### config.mk
export PLATFORM = sky130hd
export DESIGN_NAME = memory_phase
export DESIGN_NICKNAME = d
export VERILOG_FILES = /design/src/rtl/mem_pkg.sv /design/src/rtl/mem_align.sv /design/src/rtl/memory_phase.sv
export SDC_FILE = /design/constraint.sdc
export NUM_CORES = 1
export LEC_CHECK = 0
export BUFFER_PORTS_ARGS = -buffer_cell sky130_fd_sc_hd__buf_2
export CORE_ASPECT_RATIO = 1.2
export CORE_MARGIN = 1
export CORE_UTILIZATION = 31
export DETAILED_ROUTE_END_ITERATION = 8
export GPL_TIMING_DRIVEN = 0
export HOLD_SLACK_MARGIN = 0.03
export SKIP_CTS_REPAIR_TIMING = 1
export SLEW_MARGIN = 20
export SYNTH_ARGS = -nofsm -noshare
export SYNTH_HDL_FRONTEND = slang
export SYNTH_HIERARCHICAL = 1
export SYNTH_SLANG_ARGS = --single-unit
### constraint.sdc
create_clock -name i_clk -period 4.7 [get_ports i_clk]
set_input_delay 0.47 -clock i_clk [delete_from_list [all_inputs] [get_ports i_clk]]
set_output_delay 0.47 -clock i_clk [all_outputs]
set_load 0.01 [all_outputs]
### src/rtl/mem_pkg.sv
`default_nettype none
// ============================================================================
// Module   : mem_pkg
// Brief    : Shared types and constants for the memory_phase pipeline stage:
//            FSM state encoding and load/store size codes (funct3).
// Revision : 1.0 - initial release
// ============================================================================
package mem_pkg;

  // Transaction FSM states
  typedef enum logic [1:0] {
    IDLE = 2'd0,
    REQ  = 2'd1,
    RESP = 2'd2
  } state_e;

  // Access size / sign codes carried in funct3
  localparam logic [2:0] F3_B  = 3'b000;
  localparam logic [2:0] F3_H  = 3'b001;
  localparam logic [2:0] F3_W  = 3'b010;
  localparam logic [2:0] F3_BU = 3'b100;
  localparam logic [2:0] F3_HU = 3'b101;

  // Unused size codes (011/110/111) behave as a full word access
  function automatic logic [2:0] norm_funct3(input logic [2:0] f3);
    logic [2:0] r;
    case (f3)
      F3_B, F3_H, F3_BU, F3_HU: r = f3;
      default:                  r = F3_W;
    endcase
    return r;
  endfunction

endpackage : mem_pkg
`default_nettype wire

### src/rtl/mem_align.sv
`default_nettype none
// ============================================================================
// Module   : mem_align
// Brief    : Purely combinational lane logic for memory_phase: alignment
//            check of an incoming access, store byte-enable / data lane
//            replication, and load byte/half extraction with extension.
//            All funct3 inputs are expected already normalised.
// Revision : 1.0 - initial release
// ============================================================================
module mem_align
  import mem_pkg::*;
(
  input  logic [1:0]  i_chk_addr_lo,
  input  logic [2:0]  i_chk_funct3,
  output logic        o_misaligned,
  input  logic [1:0]  i_addr_lo,
  input  logic [2:0]  i_funct3,
  input  logic [31:0] i_store_data,
  output logic [3:0]  o_mask,
  output logic [31:0] o_wdata,
  input  logic [31:0] i_load_word,
  output logic [31:0] o_load_data
);

  logic [7:0]  w_byte;
  logic [15:0] w_half;

  // Word accesses need a 4-byte aligned address, halves a 2-byte one
  always_comb begin
    o_misaligned = 1'b0;
    case (i_chk_funct3)
      F3_W:        o_misaligned = (i_chk_addr_lo != 2'b00);
      F3_H, F3_HU: o_misaligned = i_chk_addr_lo[0];
      default:     o_misaligned = 1'b0;
    endcase
  end

  // Replicate store data across all lanes; the mask selects the real bytes
  always_comb begin
    o_mask  = 4'hF;
    o_wdata = i_store_data;
    case (i_funct3)
      F3_B, F3_BU: begin
        o_mask  = 4'b0001 << i_addr_lo;
        o_wdata = {4{i_store_data[7:0]}};
      end
      F3_H, F3_HU: begin
        o_mask  = 4'b0011 << i_addr_lo;
        o_wdata = {2{i_store_data[15:0]}};
      end
      default: begin
        o_mask  = 4'hF;
        o_wdata = i_store_data;
      end
    endcase
  end

  // Pick the addressed byte/half out of the returned word and extend it
  always_comb begin
    w_byte = i_load_word[7:0];
    case (i_addr_lo)
      2'd0:    w_byte = i_load_word[7:0];
      2'd1:    w_byte = i_load_word[15:8];
      2'd2:    w_byte = i_load_word[23:16];
      default: w_byte = i_load_word[31:24];
    endcase
    w_half = i_addr_lo[1] ? i_load_word[31:16] : i_load_word[15:0];
    case (i_funct3)
      F3_B:    o_load_data = {{24{w_byte[7]}}, w_byte};
      F3_BU:   o_load_data = {24'd0, w_byte};
      F3_H:    o_load_data = {{16{w_half[15]}}, w_half};
      F3_HU:   o_load_data = {16'd0, w_half};
      default: o_load_data = i_load_word;
    endcase
  end

endmodule : mem_align
`default_nettype wire

### src/rtl/memory_phase.sv
`default_nettype none
// ============================================================================
// Module   : memory_phase
// Brief    : Pipeline stage after execute. Passes ALU results through with
//            one cycle of latency, or performs a load/store over a
//            req/gnt/rvalid handshake while stalling upstream, then emits a
//            registered write-back bundle. Accesses that stay in flight for
//            RESP_TIMEOUT cycles are aborted.
// Revision : 1.0 - initial release
// ============================================================================
module memory_phase
  import mem_pkg::*;
#(
  parameter int unsigned RESP_TIMEOUT = 16,
  parameter int unsigned CNT_W        = 5
) (
  input  logic        i_clk,
  input  logic        i_rst_n,
  input  logic        i_valid,
  output logic        o_stall,
  input  logic [31:0] i_result,
  input  logic [31:0] i_rs2_rdata,
  input  logic        i_mem_read,
  input  logic        i_mem_write,
  input  logic [2:0]  i_funct3,
  input  logic [4:0]  i_rd,
  input  logic        i_reg_write,
  output logic        o_dmem_req,
  output logic        o_dmem_we,
  output logic [31:0] o_dmem_addr,
  output logic [31:0] o_dmem_wdata,
  output logic [3:0]  o_dmem_mask,
  input  logic        i_dmem_gnt,
  input  logic        i_dmem_rvalid,
  input  logic [31:0] i_dmem_rdata,
  output logic        o_wb_valid,
  output logic [31:0] o_wb_data,
  output logic [4:0]  o_wb_rd,
  output logic        o_wb_reg_write,
  output logic        o_misaligned,
  output logic        o_timeout
);

  localparam logic [CNT_W-1:0] C_CNT_LAST = CNT_W'(RESP_TIMEOUT - 1);

  state_e           state_q,      state_d;
  logic [CNT_W-1:0] cnt_q,        cnt_d;
  logic [31:0]      addr_q,       addr_d;
  logic [31:0]      sdata_q,      sdata_d;
  logic [2:0]       funct3_q,     funct3_d;
  logic [4:0]       rd_q,         rd_d;
  logic             reg_write_q,  reg_write_d;
  logic             we_q,         we_d;
  logic             wb_valid_q,   wb_valid_d;
  logic [31:0]      wb_data_q,    wb_data_d;
  logic [4:0]       wb_rd_q,      wb_rd_d;
  logic             wb_rw_q,      wb_rw_d;
  logic             misaligned_q, misaligned_d;
  logic             timeout_q,    timeout_d;

  logic [2:0]  w_f3n;
  logic        w_is_mem;
  logic        w_misaligned;
  logic        w_expire;
  logic        w_in_req;
  logic [3:0]  w_mask;
  logic [31:0] w_wdata;
  logic [31:0] w_load_data;

  assign w_f3n    = norm_funct3(i_funct3);
  assign w_is_mem = i_mem_read | i_mem_write;
  assign w_expire = (cnt_q == C_CNT_LAST);
  assign w_in_req = (state_q == REQ);

  mem_align u_align (
    .i_chk_addr_lo (i_result[1:0]),
    .i_chk_funct3  (w_f3n),
    .o_misaligned  (w_misaligned),
    .i_addr_lo     (addr_q[1:0]),
    .i_funct3      (funct3_q),
    .i_store_data  (sdata_q),
    .o_mask        (w_mask),
    .o_wdata       (w_wdata),
    .i_load_word   (i_dmem_rdata),
    .o_load_data   (w_load_data)
  );

  // Next-state, transaction latching and write-back bundle generation
  always_comb begin
    state_d      = state_q;
    cnt_d        = cnt_q;
    addr_d       = addr_q;
    sdata_d      = sdata_q;
    funct3_d     = funct3_q;
    rd_d         = rd_q;
    reg_write_d  = reg_write_q;
    we_d         = we_q;
    wb_valid_d   = 1'b0;
    wb_data_d    = wb_data_q;
    wb_rd_d      = wb_rd_q;
    wb_rw_d      = wb_rw_q;
    misaligned_d = 1'b0;
    timeout_d    = 1'b0;

    case (state_q)
      IDLE: begin
        if (i_valid && !w_is_mem) begin
          wb_valid_d = 1'b1;
          wb_data_d  = i_result;
          wb_rd_d    = i_rd;
          wb_rw_d    = i_reg_write;
        end else if (i_valid) begin
          addr_d      = i_result;
          sdata_d     = i_rs2_rdata;
          funct3_d    = w_f3n;
          rd_d        = i_rd;
          reg_write_d = i_reg_write;
          // A store takes priority when both load and store are flagged
          we_d        = i_mem_write;
          if (w_misaligned) begin
            wb_valid_d   = 1'b1;
            misaligned_d = 1'b1;
            wb_data_d    = 32'd0;
            wb_rd_d      = i_rd;
            wb_rw_d      = 1'b0;
          end else begin
            state_d = REQ;
            cnt_d   = '0;
          end
        end
      end

      REQ: begin
        cnt_d = cnt_q + CNT_W'(1);
        if (i_dmem_gnt && we_q) begin
          wb_valid_d = 1'b1;
          wb_data_d  = 32'd0;
          wb_rd_d    = rd_q;
          wb_rw_d    = 1'b0;
          state_d    = IDLE;
        end else if (w_expire) begin
          // A load grant on the last cycle still leaves the data outstanding
          wb_valid_d = 1'b1;
          timeout_d  = 1'b1;
          wb_data_d  = 32'd0;
          wb_rd_d    = rd_q;
          wb_rw_d    = 1'b0;
          state_d    = IDLE;
        end else if (i_dmem_gnt) begin
          state_d = RESP;
        end
      end

      RESP: begin
        cnt_d = cnt_q + CNT_W'(1);
        if (i_dmem_rvalid) begin
          wb_valid_d = 1'b1;
          wb_data_d  = w_load_data;
          wb_rd_d    = rd_q;
          wb_rw_d    = reg_write_q;
          state_d    = IDLE;
        end else if (w_expire) begin
          wb_valid_d = 1'b1;
          timeout_d  = 1'b1;
          wb_data_d  = 32'd0;
          wb_rd_d    = rd_q;
          wb_rw_d    = 1'b0;
          state_d    = IDLE;
        end
      end

      default: state_d = IDLE;
    endcase
  end

  // State and datapath registers; reset abandons any open transaction
  always_ff @(posedge i_clk or negedge i_rst_n) begin
    if (!i_rst_n) begin
      state_q      <= IDLE;
      cnt_q        <= '0;
      addr_q       <= 32'd0;
      sdata_q      <= 32'd0;
      funct3_q     <= 3'd0;
      rd_q         <= 5'd0;
      reg_write_q  <= 1'b0;
      we_q         <= 1'b0;
      wb_valid_q   <= 1'b0;
      wb_data_q    <= 32'd0;
      wb_rd_q      <= 5'd0;
      wb_rw_q      <= 1'b0;
      misaligned_q <= 1'b0;
      timeout_q    <= 1'b0;
    end else begin
      state_q      <= state_d;
      cnt_q        <= cnt_d;
      addr_q       <= addr_d;
      sdata_q      <= sdata_d;
      funct3_q     <= funct3_d;
      rd_q         <= rd_d;
      reg_write_q  <= reg_write_d;
      we_q         <= we_d;
      wb_valid_q   <= wb_valid_d;
      wb_data_q    <= wb_data_d;
      wb_rd_q      <= wb_rd_d;
      wb_rw_q      <= wb_rw_d;
      misaligned_q <= misaligned_d;
      timeout_q    <= timeout_d;
    end
  end

  // Memory request is driven only in REQ so every field reads zero otherwise
  always_comb begin
    o_stall      = (state_q != IDLE);
    o_dmem_req   = w_in_req;
    o_dmem_we    = w_in_req & we_q;
    o_dmem_addr  = w_in_req ? {addr_q[31:2], 2'b00} : 32'd0;
    o_dmem_wdata = w_in_req ? w_wdata : 32'd0;
    o_dmem_mask  = w_in_req ? w_mask : 4'd0;
  end

  assign o_wb_valid     = wb_valid_q;
  assign o_wb_data      = wb_data_q;
  assign o_wb_rd        = wb_rd_q;
  assign o_wb_reg_write = wb_rw_q;
  assign o_misaligned   = misaligned_q;
  assign o_timeout      = timeout_q;

endmodule : memory_phase
`default_nettype wire
==> results by group <==
Status
  – Status: finished clean

Clock network
  – Sink Count: 122
  – CTS clk-pin slew, worst paths: 0.06 ns
  – Skew-Pair Late Insertion Delay: 0.42 ns
  – Clock buffer count from CTS: 17
  – Htree depth: 4
  – Clock Root Buffer: clkbuf_16
  – CTS max path bufs: 2
  – TritonCTS clock tree: built

Final layout
  – Storage element area: 3050 um2
  – Layout Utilization: 0.413
  – Design area: 9290 um2
  – Layout filler cell count: 2260
  – Final #Nets: 1007
  – Fraction of layout cells with a size suffix above 1: 0.453
  – Final std cells w/o fill: 1181
  – Area Growth Syn to Fin: 30.3%
  – Multi-input logic area: 3620 um2

Synth
  – Post-Synthesis Cell Area: 7130 um2
  – Syn Inst Count: 645
  – Mean Syn Cell Area: 11.1 um2
  – Register area share after synthesis: 0.428
  – Post-Synth Simple-Gate Area: 0.140
  – Total of warnings raised by yosys: 6
  – Post-synth top flop: dfrtp_1
  – Post-synth EDFFs: 0
  – Post-synthesis mux area share: 0.169
  – Post-synth top area share: 0.428
  – Post-synthesis cell type count: 56
  – Synth area leader: dfrtp_1
  – Main area contributors after synthesis: dfrtp_1 43%, mux2_2 13%, and2_1 5.9%
  – Complex-gate fraction of the synthesized area: 0.184
  – Seq cells post-synth: 122
  – Ys async rst share: 1.00
  – Largest family of logic cells by synthesized area: compound AO/OA/AOI/OAI gates
  – Post-Synth XOR/XNOR Area: 0
  – Post-synthesis adder-cell area fraction: 0.0123

Timing
  – Final hold violation count: 0
  – Clock Skew: 0.00651 ns
  – RSZ-0062 raised after global routing: false
  – Tcrit/Tclk final: 0.661
  – Fmax achieved: 322 MHz
  – Final count of negative-setup-slack endpoints: 0
  – Worst slew margin: 0.544
  – Setup TNS: 0 ns
  – Count of pins over their slew limit: 0
  – Final worst path period need: 3.11 ns
  – Transition time at the pin with the least slew margin: 0.682 ns

Place
  – Dpl cell area: 8630 um2
  – Dpl cells: 1147
  – Detail Placement HPWL: 18.1 mm
  – Final GP Congestion: 0.898
  – I/O Buffers: 221

Detailed routing
  – Post-route ant nets: 0
  – Starting DRC count in detailed routing: 445
  – Vias: 6122
  – Pre-antenna DRT Iters: 5
  – Detailed Route WL: 23.8 mm
  – DRC Markers: 0
  – Routed length per instance: 20.1 um
  – Via density: 5.18

Floorplan
  – Chip Height: 168 um
  – Core Region: 22500 um2
  – Die footprint: 23600 um2
  – I/O Pins: 224
  – Std cell rows: 60
  – Initial Util: 0.317
  – Chip width: 140 um

Critical path
  – Arrival time of the worst setup path: 2.64 ns
  – Crit path max fanout: 10
  – Worst Setup Start Kind: flop
  – WS Path Type: flop to output port
  – Critical Path Start: state_q[1]$_DFFE_PN0P_
  – Largest stage delay, worst path: 0.52 ns
  – Worst path slowest cell: clkbuf_1
  – Worst-path cell chain: inv_1 -> ha_1 -> clkbuf_1 -> clkbuf_1 -> and2_1 -> buf_2
  – Most Frequent Cell on Critical Path: clkbuf_1
  – Crit end category: output port
  – Worst endpoint required time: 4.23 ns
  – Worst R2R Start: state_q[1]$_DFFE_PN0P_

Global route
  – Congestion Overflow GR: 0
  – First-pass GRT wire length: 36.4 mm
  – Initial antenna violation count: 1
  – GRT Resource Usage Total: 0.205
  – Vias in the first global route: 6210
  – Largest net degree at the start of global routing: 75

Min path
  – Hold Path Class: input port to flop
  – Worst hold start: i_rs2_rdata[17]

Pwr
  – Power density cells: 767 nW/um2
  – Pleak: 4.36 nW
  – Peak supply drop: 0.000284 V

Job
  – Maxcap violations: 0
cells in the mapped netlist, drive strengths merged (2+ instances only):
library cell and n:
a221o 6, buf 50, o21bai 5, nor3 2
o211ai 3, a31oi 3, a21oi 5, clkbuf 15
nor2b 32, a221oi 5, and3 3, mux4 7
nor2 10, o22a 14, nand2b 5, and2 67
nand2 43, o221ai 4, o2bb2ai 34, a22oi 35
nand3 2, inv 10, mux2i 10, mux2 84
nor3b 6, dfrtp 122, a32o 2, o21ai 19
ha 7, or2 2, o22ai 20
registers in the layout, indices dropped and copies added (netlist names):
| name | cells |
|---|---|
| addr_q | 32 |
| o_wb_data | 32 |
| sdata_q | 32 |
| cnt_q | 5 |
| o_wb_rd | 5 |
| rd_q | 5 |
| funct3_q | 3 |
| state_q | 2 |
| o_misaligned | 1 |
| o_timeout | 1 |
| o_wb_reg_write | 1 |
| o_wb_valid | 1 |
| reg_write_q | 1 |
| we_q | 1 |
worst paths after layout:
check                                             to  slack [ns]  cells after the start
max reg2reg                   o_wb_rd[1]$_DFFE_PN0P_        2.54                      6
min in group asynchronous    sdata_q[22]$_DFFE_PN0P_        0.55                      2
max in group asynchronous  o_wb_data[15]$_DFFE_PN0P_        3.43                      3
min reg2reg                o_wb_data[12]$_DFFE_PN0P_        0.49                      1
min                          sdata_q[17]$_DFFE_PN0P_        0.28                      2
max                                 o_dmem_wdata[16]        1.59                      6
critical path, delay by kind of cell, from the launching register on:
kind	cells	cell delay, ns
buffers and inverters	4	1.14
adders and majority gates	1	0.43
DFF	1	0.42
and+or+nand+nor	1	0.22
cell type report:
cell class,instances,share of cell area
antenna,1,0.000269
inverter,10,0.00404
timing repair buffer,223,0.124
clock buffer,21,0.0496
sequential,122,0.329
multi-input combinational,449,0.389
clock inverter,11,0.0206
buffer,65,0.0457
tap,279,0.0376
metal layers:
metal,part of all wire,vias up,global-route usage,wire length [um]
met1,0.43,3049,0.255,10300
met4,0.017,0,0.0659,394
li1,-,2838,-,-
met2,0.49,211,0.347,11600
met5,0,-,0,0
met3,0.062,24,0.0538,1480
report_power, final:
part	switching, W	internal [W]	total (W)
clock	0.000504	0.000970	0.00147
sequential	0.000306	0.00153	0.00184
combinational	0.00207	0.00174	0.00381
kinds of logic (layout without fill, tap and decap cells):
| kind of cell | count (synthesis) | after routing |
|---|---|---|
| DFF | 122 | 122 |
| and+or+nand+nor | 177 | 177 |
| other | 1 | 3 |
| AOI/OAI and AO/OA | 162 | 162 |
| adders and majority gates | 7 | 7 |
| muxes | 101 | 101 |
| buffers and inverters | 75 | 330 |
per-stage QoR:
stage / hold WS, ns / setup WS, ns / power [W]
floorplan: 0.174 / 2.76 / 0.00435
global placement: 0.469 / 1.39 / 0.00562
detailed placement: 0.404 / 1.93 / 0.00567
CTS: -0.0510 / 1.46 / 0.00717
global route: 0.264 / 1.37 / 0.00759
finish: 0.283 / 1.59 / 0.00712
placed cells by master (no fill, tap or decap), drive strengths merged, types with 10 or more instances in the layout:
| cell type | count |
|---|---|
| nor2 | 10 |
| o2bb2ai | 34 |
| o21ai | 19 |
| o22ai | 20 |
| nor2b | 32 |
| buf | 272 |
| mux2 | 84 |
| nand2 | 43 |
| inv | 11 |
| a22oi | 35 |
| o22a | 14 |
| clkbuf | 36 |
| and2 | 67 |
| dfrtp | 122 |
| mux2i | 10 |
Power figures use the tool's default switching activity.
